===== src/rtl/frame_check_ctrl_if.sv =====
// Bus bundle for frame_check_ctrl: command/status, receive stream and checker side.
// The master drives commands and the stream; the slave is the controller.
interface frame_check_ctrl_if;
    logic        start;
    logic        abort;
    logic [7:0]  frame_num;
    logic        fifo_wr_en;
    logic [28:0] din;
    logic [15:0] err_in;
    logic        chk_reset;
    logic        chk_wr_en;
    logic [28:0] chk_din;
    logic        busy;
    logic        done;
    logic        pass;
    logic        timeout;
    logic [15:0] result_err;
    logic [7:0]  frames_done;

    modport master (
        output start, abort, frame_num, fifo_wr_en, din, err_in,
        input  chk_reset, chk_wr_en, chk_din, busy, done, pass,
        input  timeout, result_err, frames_done
    );

    modport slave (
        input  start, abort, frame_num, fifo_wr_en, din, err_in,
        output chk_reset, chk_wr_en, chk_din, busy, done, pass,
        output timeout, result_err, frames_done
    );
endinterface


===== src/rtl/frame_check_ctrl.sv =====
// Frame checker session controller: clear, frame-aligned forwarding, drain, verdict.
// Optional no-traffic watchdog enabled by defining FRAME_CHECK_CTRL_TIMEOUT_EN.
module frame_check_ctrl #(
    parameter int unsigned CLR_CYCLES   = 4,
    parameter int unsigned DRAIN_CYCLES = 4,
    parameter logic [23:0] TIMEOUT      = 24'd12_500_000
) (
    input logic               clk125m,
    input logic               reset,
    frame_check_ctrl_if.slave bus
);

    typedef enum logic [2:0] {
        IDLE, CLEAR, SYNC, RUN, DRAIN, DONE
    } state_t;

    localparam logic [3:0] CLR_LOAD   = 4'(CLR_CYCLES - 1);
    localparam logic [3:0] DRAIN_LOAD = 4'(DRAIN_CYCLES - 1);

    state_t      state;
    logic [3:0]  cnt;
    logic [7:0]  frame_num_q;
    logic [10:0] prev_y;
    logic [10:0] y;
    logic        boundary;
    logic        last_frame;
    logic        idle_hit;

    always_comb begin
        y          = bus.din[26:16];
        boundary   = bus.fifo_wr_en && (y < prev_y);
        last_frame = (frame_num_q != 8'd0) &&
                     ((bus.frames_done + 8'd1) == frame_num_q);
    end

`ifdef FRAME_CHECK_CTRL_TIMEOUT_EN
    logic [23:0] idle_cnt;
    logic        watching;

    assign watching = (state == SYNC) || (state == RUN);
    assign idle_hit = watching && !bus.fifo_wr_en &&
                      (idle_cnt == TIMEOUT - 24'd1);

    always_ff @(posedge clk125m) begin
        if (reset || !watching || bus.fifo_wr_en) begin
            idle_cnt <= '0;
        end else begin
            idle_cnt <= idle_cnt + 24'd1;
        end
    end
`else
    assign idle_hit = 1'b0;
`endif

    always_ff @(posedge clk125m) begin
        if (reset) begin
            state           <= IDLE;
            cnt             <= '0;
            frame_num_q     <= '0;
            prev_y          <= '0;
            bus.chk_reset   <= 1'b0;
            bus.chk_wr_en   <= 1'b0;
            bus.chk_din     <= '0;
            bus.busy        <= 1'b0;
            bus.done        <= 1'b0;
            bus.pass        <= 1'b0;
            bus.timeout     <= 1'b0;
            bus.result_err  <= '0;
            bus.frames_done <= '0;
        end else begin
            bus.chk_din   <= bus.din;
            bus.chk_wr_en <= 1'b0;
            if (bus.fifo_wr_en) begin
                prev_y <= y;
            end
            if (bus.abort) begin
                state         <= IDLE;
                bus.chk_reset <= 1'b0;
                bus.busy      <= 1'b0;
                bus.done      <= 1'b0;
                bus.pass      <= 1'b0;
            end else begin
                unique case (state)
                    IDLE, DONE: begin
                        if (bus.start) begin
                            frame_num_q     <= bus.frame_num;
                            bus.frames_done <= '0;
                            bus.timeout     <= 1'b0;
                            bus.done        <= 1'b0;
                            bus.pass        <= 1'b0;
                            bus.busy        <= 1'b1;
                            bus.chk_reset   <= 1'b1;
                            cnt             <= CLR_LOAD;
                            state           <= CLEAR;
                        end
                    end
                    CLEAR: begin
                        if (cnt == 4'd0) begin
                            bus.chk_reset <= 1'b0;
                            state         <= SYNC;
                        end else begin
                            cnt <= cnt - 4'd1;
                        end
                    end
                    SYNC: begin
                        if (idle_hit) begin
                            bus.timeout <= 1'b1;
                            cnt         <= DRAIN_LOAD;
                            state       <= DRAIN;
                        end else if (boundary) begin
                            bus.chk_wr_en <= 1'b1;
                            state         <= RUN;
                        end
                    end
                    RUN: begin
                        if (idle_hit) begin
                            bus.timeout <= 1'b1;
                            cnt         <= DRAIN_LOAD;
                            state       <= DRAIN;
                        end else if (boundary) begin
                            // saturates so continuous mode never wraps
                            if (bus.frames_done != 8'hff) begin
                                bus.frames_done <= bus.frames_done + 8'd1;
                            end
                            if (last_frame) begin
                                cnt   <= DRAIN_LOAD;
                                state <= DRAIN;
                            end else begin
                                bus.chk_wr_en <= 1'b1;
                            end
                        end else if (bus.fifo_wr_en) begin
                            bus.chk_wr_en <= 1'b1;
                        end
                    end
                    DRAIN: begin
                        if (cnt == 4'd0) begin
                            bus.result_err <= bus.err_in;
                            bus.pass       <= (bus.err_in == 16'd0) &&
                                              !bus.timeout;
                            bus.done       <= 1'b1;
                            bus.busy       <= 1'b0;
                            state          <= DONE;
                        end else begin
                            cnt <= cnt - 4'd1;
                        end
                    end
                    default: state <= IDLE;
                endcase
            end
        end
    end

endmodule

===== src/flat_wrapper.sv =====
// flat-port wrapper written by rule: the top's interface ports become plain ports
module frame_check_ctrl_flat 
#(
    parameter int unsigned CLR_CYCLES   = 4,
    parameter int unsigned DRAIN_CYCLES = 4,
    parameter logic [23:0] TIMEOUT      = 24'd12_500_000
)
  (clk125m, reset, bus_start, bus_abort, bus_frame_num, bus_fifo_wr_en, bus_din, bus_err_in, bus_chk_reset, bus_chk_wr_en, bus_chk_din, bus_busy, bus_done, bus_pass, bus_timeout, bus_result_err, bus_frames_done);
  frame_check_ctrl_if bus_i ();
  input logic clk125m;
  input logic reset;
  input wire logic [$bits(bus_i.start)-1:0] bus_start;
  input wire logic [$bits(bus_i.abort)-1:0] bus_abort;
  input wire logic [$bits(bus_i.frame_num)-1:0] bus_frame_num;
  input wire logic [$bits(bus_i.fifo_wr_en)-1:0] bus_fifo_wr_en;
  input wire logic [$bits(bus_i.din)-1:0] bus_din;
  input wire logic [$bits(bus_i.err_in)-1:0] bus_err_in;
  output wire logic [$bits(bus_i.chk_reset)-1:0] bus_chk_reset;
  output wire logic [$bits(bus_i.chk_wr_en)-1:0] bus_chk_wr_en;
  output wire logic [$bits(bus_i.chk_din)-1:0] bus_chk_din;
  output wire logic [$bits(bus_i.busy)-1:0] bus_busy;
  output wire logic [$bits(bus_i.done)-1:0] bus_done;
  output wire logic [$bits(bus_i.pass)-1:0] bus_pass;
  output wire logic [$bits(bus_i.timeout)-1:0] bus_timeout;
  output wire logic [$bits(bus_i.result_err)-1:0] bus_result_err;
  output wire logic [$bits(bus_i.frames_done)-1:0] bus_frames_done;
  assign bus_i.start = bus_start;
  assign bus_i.abort = bus_abort;
  assign bus_i.frame_num = bus_frame_num;
  assign bus_i.fifo_wr_en = bus_fifo_wr_en;
  assign bus_i.din = bus_din;
  assign bus_i.err_in = bus_err_in;
  assign bus_chk_reset = bus_i.chk_reset;
  assign bus_chk_wr_en = bus_i.chk_wr_en;
  assign bus_chk_din = bus_i.chk_din;
  assign bus_busy = bus_i.busy;
  assign bus_done = bus_i.done;
  assign bus_pass = bus_i.pass;
  assign bus_timeout = bus_i.timeout;
  assign bus_result_err = bus_i.result_err;
  assign bus_frames_done = bus_i.frames_done;
  frame_check_ctrl #(.CLR_CYCLES(CLR_CYCLES), .DRAIN_CYCLES(DRAIN_CYCLES), .TIMEOUT(TIMEOUT)) u_core (.clk125m(clk125m), .reset(reset), .bus(bus_i));
endmodule

===== config.mk =====
export PLATFORM = sky130hd
export DESIGN_NAME = frame_check_ctrl_flat
export DESIGN_NICKNAME = d
export VERILOG_FILES = /design/src/rtl/frame_check_ctrl_if.sv /design/src/rtl/frame_check_ctrl.sv /design/src/flat_wrapper.sv
export SDC_FILE = /design/constraint.sdc
export NUM_CORES = 1
export LEC_CHECK = 0
export ABC_AREA = 1
export ABC_CLOCK_PERIOD_IN_PS = 2100
export BUFFER_PORTS_ARGS = -buffer_cell sky130_fd_sc_hd__buf_2
export CORE_MARGIN = 3
export CORE_UTILIZATION = 51
export CTS_BUF_LIST = sky130_fd_sc_hd__clkbuf_16
export DETAILED_ROUTE_END_ITERATION = 12
export PLACE_DENSITY = 0.8
export SLEW_MARGIN = 20
export SYNTH_ARGS = -nofsm -noshare
export SYNTH_HDL_FRONTEND = slang
export SYNTH_SLANG_ARGS = --single-unit

===== constraint.sdc =====
create_clock -name clk125m -period 2.1 [get_ports clk125m]
set_input_delay 0.21 -clock clk125m [delete_from_list [all_inputs] [get_ports clk125m]]
set_output_delay 0.21 -clock clk125m [all_outputs]
set_load 0.02 [all_outputs]

==> results.md <==
- Status: complete, no violations
- Power Density: 814 nW/um^2
- CTS tree: yes
- Register area share after synthesis: roughly 45%
- Syn avg cell area: around 7.4 sq um
- Gate power share: 16.2%
- Fraction of power consumed by sequential logic: roughly 44%
- Maximum vdd drop: 564 uV
- Net Sw Power: 0.00107 W
- Clock Root Buffer: clkbuf_16
- Via-to-Cell Ratio: 4.91
- R2R Path End: u_core.bus.frames_done[7]
- Antenna cell count: 0
- Die width: between 90 and 100 um
- Grt ovf: 0
- Netlist cell types: 32
- Routability cong.: 0.919
- Share of layout cells above drive strength 1: between 20% and 30%
- Syn Std Cell Area: 3760 sq um
- Final setup margin: about 250 ps
- Max-slew violations: 0
- Initial DRC Count: ~140
- Hold Path Depth: 3
- FMAX: ~540 MHz
- Pre-CTS setup slack: 193 ps
- Vias in the first global route: roughly 3,500
- Drt drc: 0
- CP Data Arrival Time: 2060 ps
- RSZ-0062 raised after global routing: false
- Routed Antenna Nets: 0
- Number of buffers added on ports: about 120
- First-pass GRT wire length: ~15,000 um
- HP Start: bus_din[27]
- Slowest stage delay, CP: roughly 340 ps
- H-tree levels: 3
- HP Class: in -> reg
- Post-synth net total: ~580
- CP endpoint kind: register
- Critical Path Fanout Max: 9
- Core Box Area: between 6000 and 7000 sq um
- Setup Crit Path Kind: reg -> reg
- NumNets Final: 706
- Die area: between 8000 and 9000 sq um
- TritonCTS Buffers: 9
- Non-Filler Instances: 737
- Row cnt: 30
- P_leak: around 2.5 nW
- Syn-to-layout area delta: 27.3%
- Total Neg Setup Slack: 0 ps
- CP Cell Sequence: inv_1 -> ha_1 -> nand2_1 -> nor2_1 -> nand3_1 -> nand4_1 -> nand2_2 -> nand2_2 -> inv_2 -> o21ai_0 -> nor2_1
- R2R setup slack: 250 ps
- Final-layout fill cell count: 599
- Antenna violations before repair: 0
- Final Hold Violating Endpoints: 0
- Largest net degree at the start of global routing: 48
- Worst clock skew: 4.72 ps
- GRT Overall Usage: 21.9%
- Drt pass-1 iters: 4
- Worst setup SP type: register
- Clock latency on the worst-skew pair: ~330 ps
- Vias: about 3,600
- Reg-to-Reg Start: u_core.prev_y[10]
- Required time of the critical path: 2310 ps
- Hold Path Sink: u_core.bus.chk_din[27]
- # IOs: roughly 120
- Placed cell count: about 720
- Final setup violation count: 0
- Chip Height: 91.9 um
- WL/cell: 12.3 um
- Clk buf depth: 2
- Max Cap Viol: 0
- Final Cycle Share: 87.9%
- Crit path max-delay cell type: dfxtp_1
- YS warnings: 0
- Reg clk slew, reported paths: roughly 60 ps
- Flops & latches, synth: 84
- Buf/Inv on CP: 2
- Clk pwr share: 39.4%
- Critical path's top delay family: simple AND/OR/NAND/NOR gates
- Switching Share: a little over a quarter
- Mapped Cells: 511
- # clock sinks: 84
- Min Clock Period, post-route: 1850 ps
- Dpl hpwl: between 6000 and 7000 um
- Final wirelength: 9080 um
- Worst r2r path cells: 11
- Starting Density: around 54%
- P_int: 0.00283 W
-- sequential cells by signal, indices dropped and copies added (netlist names) --
signal	flops
u_core.bus.result_err	16
u_core.bus.chk_wr_en	1
u_core.state	3
u_core.bus.chk_reset	1
u_core.cnt	4
u_core.frame_num_q	8
u_core.bus.frames_done	8
u_core.bus.chk_din	29
u_core.prev_y	11
u_core.bus.pass	1
u_core.bus.busy	1
u_core.bus.done	1
-- layout make-up --
cell class,instances,area (sq um),share of cell area (%)
clock buffers,9,225,4.70
well taps,96,120,2.51
repair buffers,130,688,14.4
inverters,90,338,7.05
flip-flops and latches,84,1680,35.1
clock inverters,7,67.6,1.41
multi-input cells,321,1670,34.8
-- cell families (layout without fill, tap and decap cells) --
logic type / after synthesis / count (layout) / share of synthesized area [%]
AOI/OAI and AO/OA: 101 / 101 / 14.0
xor gates and xnor gates: 1 / 1 / 0.233
adders and majority gates: 12 / 12 / 3.99
buffers and inverters: 106 / 236 / 11.0
DFF: 84 / 84 / 44.7
other: 1 / 1 / 0.0997
and+or+nand+nor: 206 / 206 / 25.9
-- layout by cell type, fill, tap and decap left out, types with 3 or more instances in the layout --
master     instances
nand4_1           10
o21ai_0           42
buf_2            115
dfxtp_1           84
inv_1             84
inv_2              7
nand2_1           68
ha_1              12
nor3_1             3
nand3_1           18
a21oi_1           47
buf_4             15
clkbuf_16          9
nor2_4             6
o21ai_1            5
nor2_2             3
nor2_1            77
nand2_2           12
-- power by group through the flow --
stage               Clock, W  Combinational [W]  Sequential (W)
detailed placement         0           0.000629         0.00177
global placement           0           0.000616         0.00176
global route         0.00164           0.000716         0.00174
finish               0.00154           0.000631         0.00173
CTS                  0.00157           0.000634         0.00173
floorplan                  0           0.000368         0.00182
-- through the flow --
| stage | instance area (sq um) | power, W | hold slack [ps] | utilization, % |
|---|---|---|---|---|
| 5_1_grt | 4790 | 0.00410 | 79.2 | 68.6 |
| 3_3_place_gp | 4460 | 0.00238 | 407 | 63.9 |
| 6_report | 4790 | 0.00390 | 81.2 | 68.6 |
| 4_1_cts | 4760 | 0.00393 | 72.5 | 68.1 |
| 2_1_floorplan | 3760 | 0.00219 | 317 | - |
| 3_5_place_dp | 4460 | 0.00239 | 415 | 63.9 |
-- worst register-to-register path: cells and delay by family, from the launching register on --
| kind | cells | cell delay [ps] |
|---|---|---|
| compound gates | 1 | 180 |
| flops | 1 | 340 |
| buf+inv | 2 | 140 |
| simple gates | 7 | 800 |
| fa+ha+maj | 1 | 280 |
-- how the worst max path moves through the flow --
stage,start,end,slack (ps),cells past startpoint
6_report,u_core.prev_y[10],u_core.bus.frames_done[7],250,11
5_1_grt,u_core.prev_y[2],u_core.bus.frames_done[0],40,11
4_1_cts,u_core.prev_y[10],u_core.bus.frames_done[7],160,11
3_5_place_dp,u_core.prev_y[10],u_core.bus.frames_done[7],190,11
3_3_place_gp,u_core.prev_y[2],u_core.bus.frames_done[1],230,11
2_1_floorplan,u_core.bus.frames_done[0],u_core.state[1],280,13
-- cell usage after synthesis (all sizes together) --
library cell | instances | area (sq um)
inv | 90 | 338
nor2 | 86 | 375
dfxtp | 84 | 1680
nand2 | 81 | 348
o21ai | 48 | 244
a21oi | 47 | 235
nand3 | 22 | 145
ha | 12 | 150
clkbuf | 11 | 41.3
nand4 | 10 | 62.6
buf | 5 | 35.0
nor3 | 4 | 25.0
nor4 | 2 | 12.5
o21a | 2 | 15.0
a22oi | 1 | 7.51
conb | 1 | 3.75
nand3b | 1 | 7.51
o2111ai | 1 | 8.76
o21bai | 1 | 11.3
o22ai | 1 | 6.26
xor2 | 1 | 8.76
-- repair_timing --
item | CTS | global route
endpoints found under the hold margin | 0 | 0
hold buffers | 0 | 0
resized for setup | 0 | 1
setup buffers | 0 | 4
setup endpoints to repair | 0 | 8
-- per-layer routing --
metal / share of wire, % / GRT usage [%]
met2: 48 / 38.1
met4: 1.1 / 6.31
met3: 7.8 / 6.81
met1: 43 / 26.0
met5: 0 / 0
No activity file was read; power rests on OpenSTA's default activity.
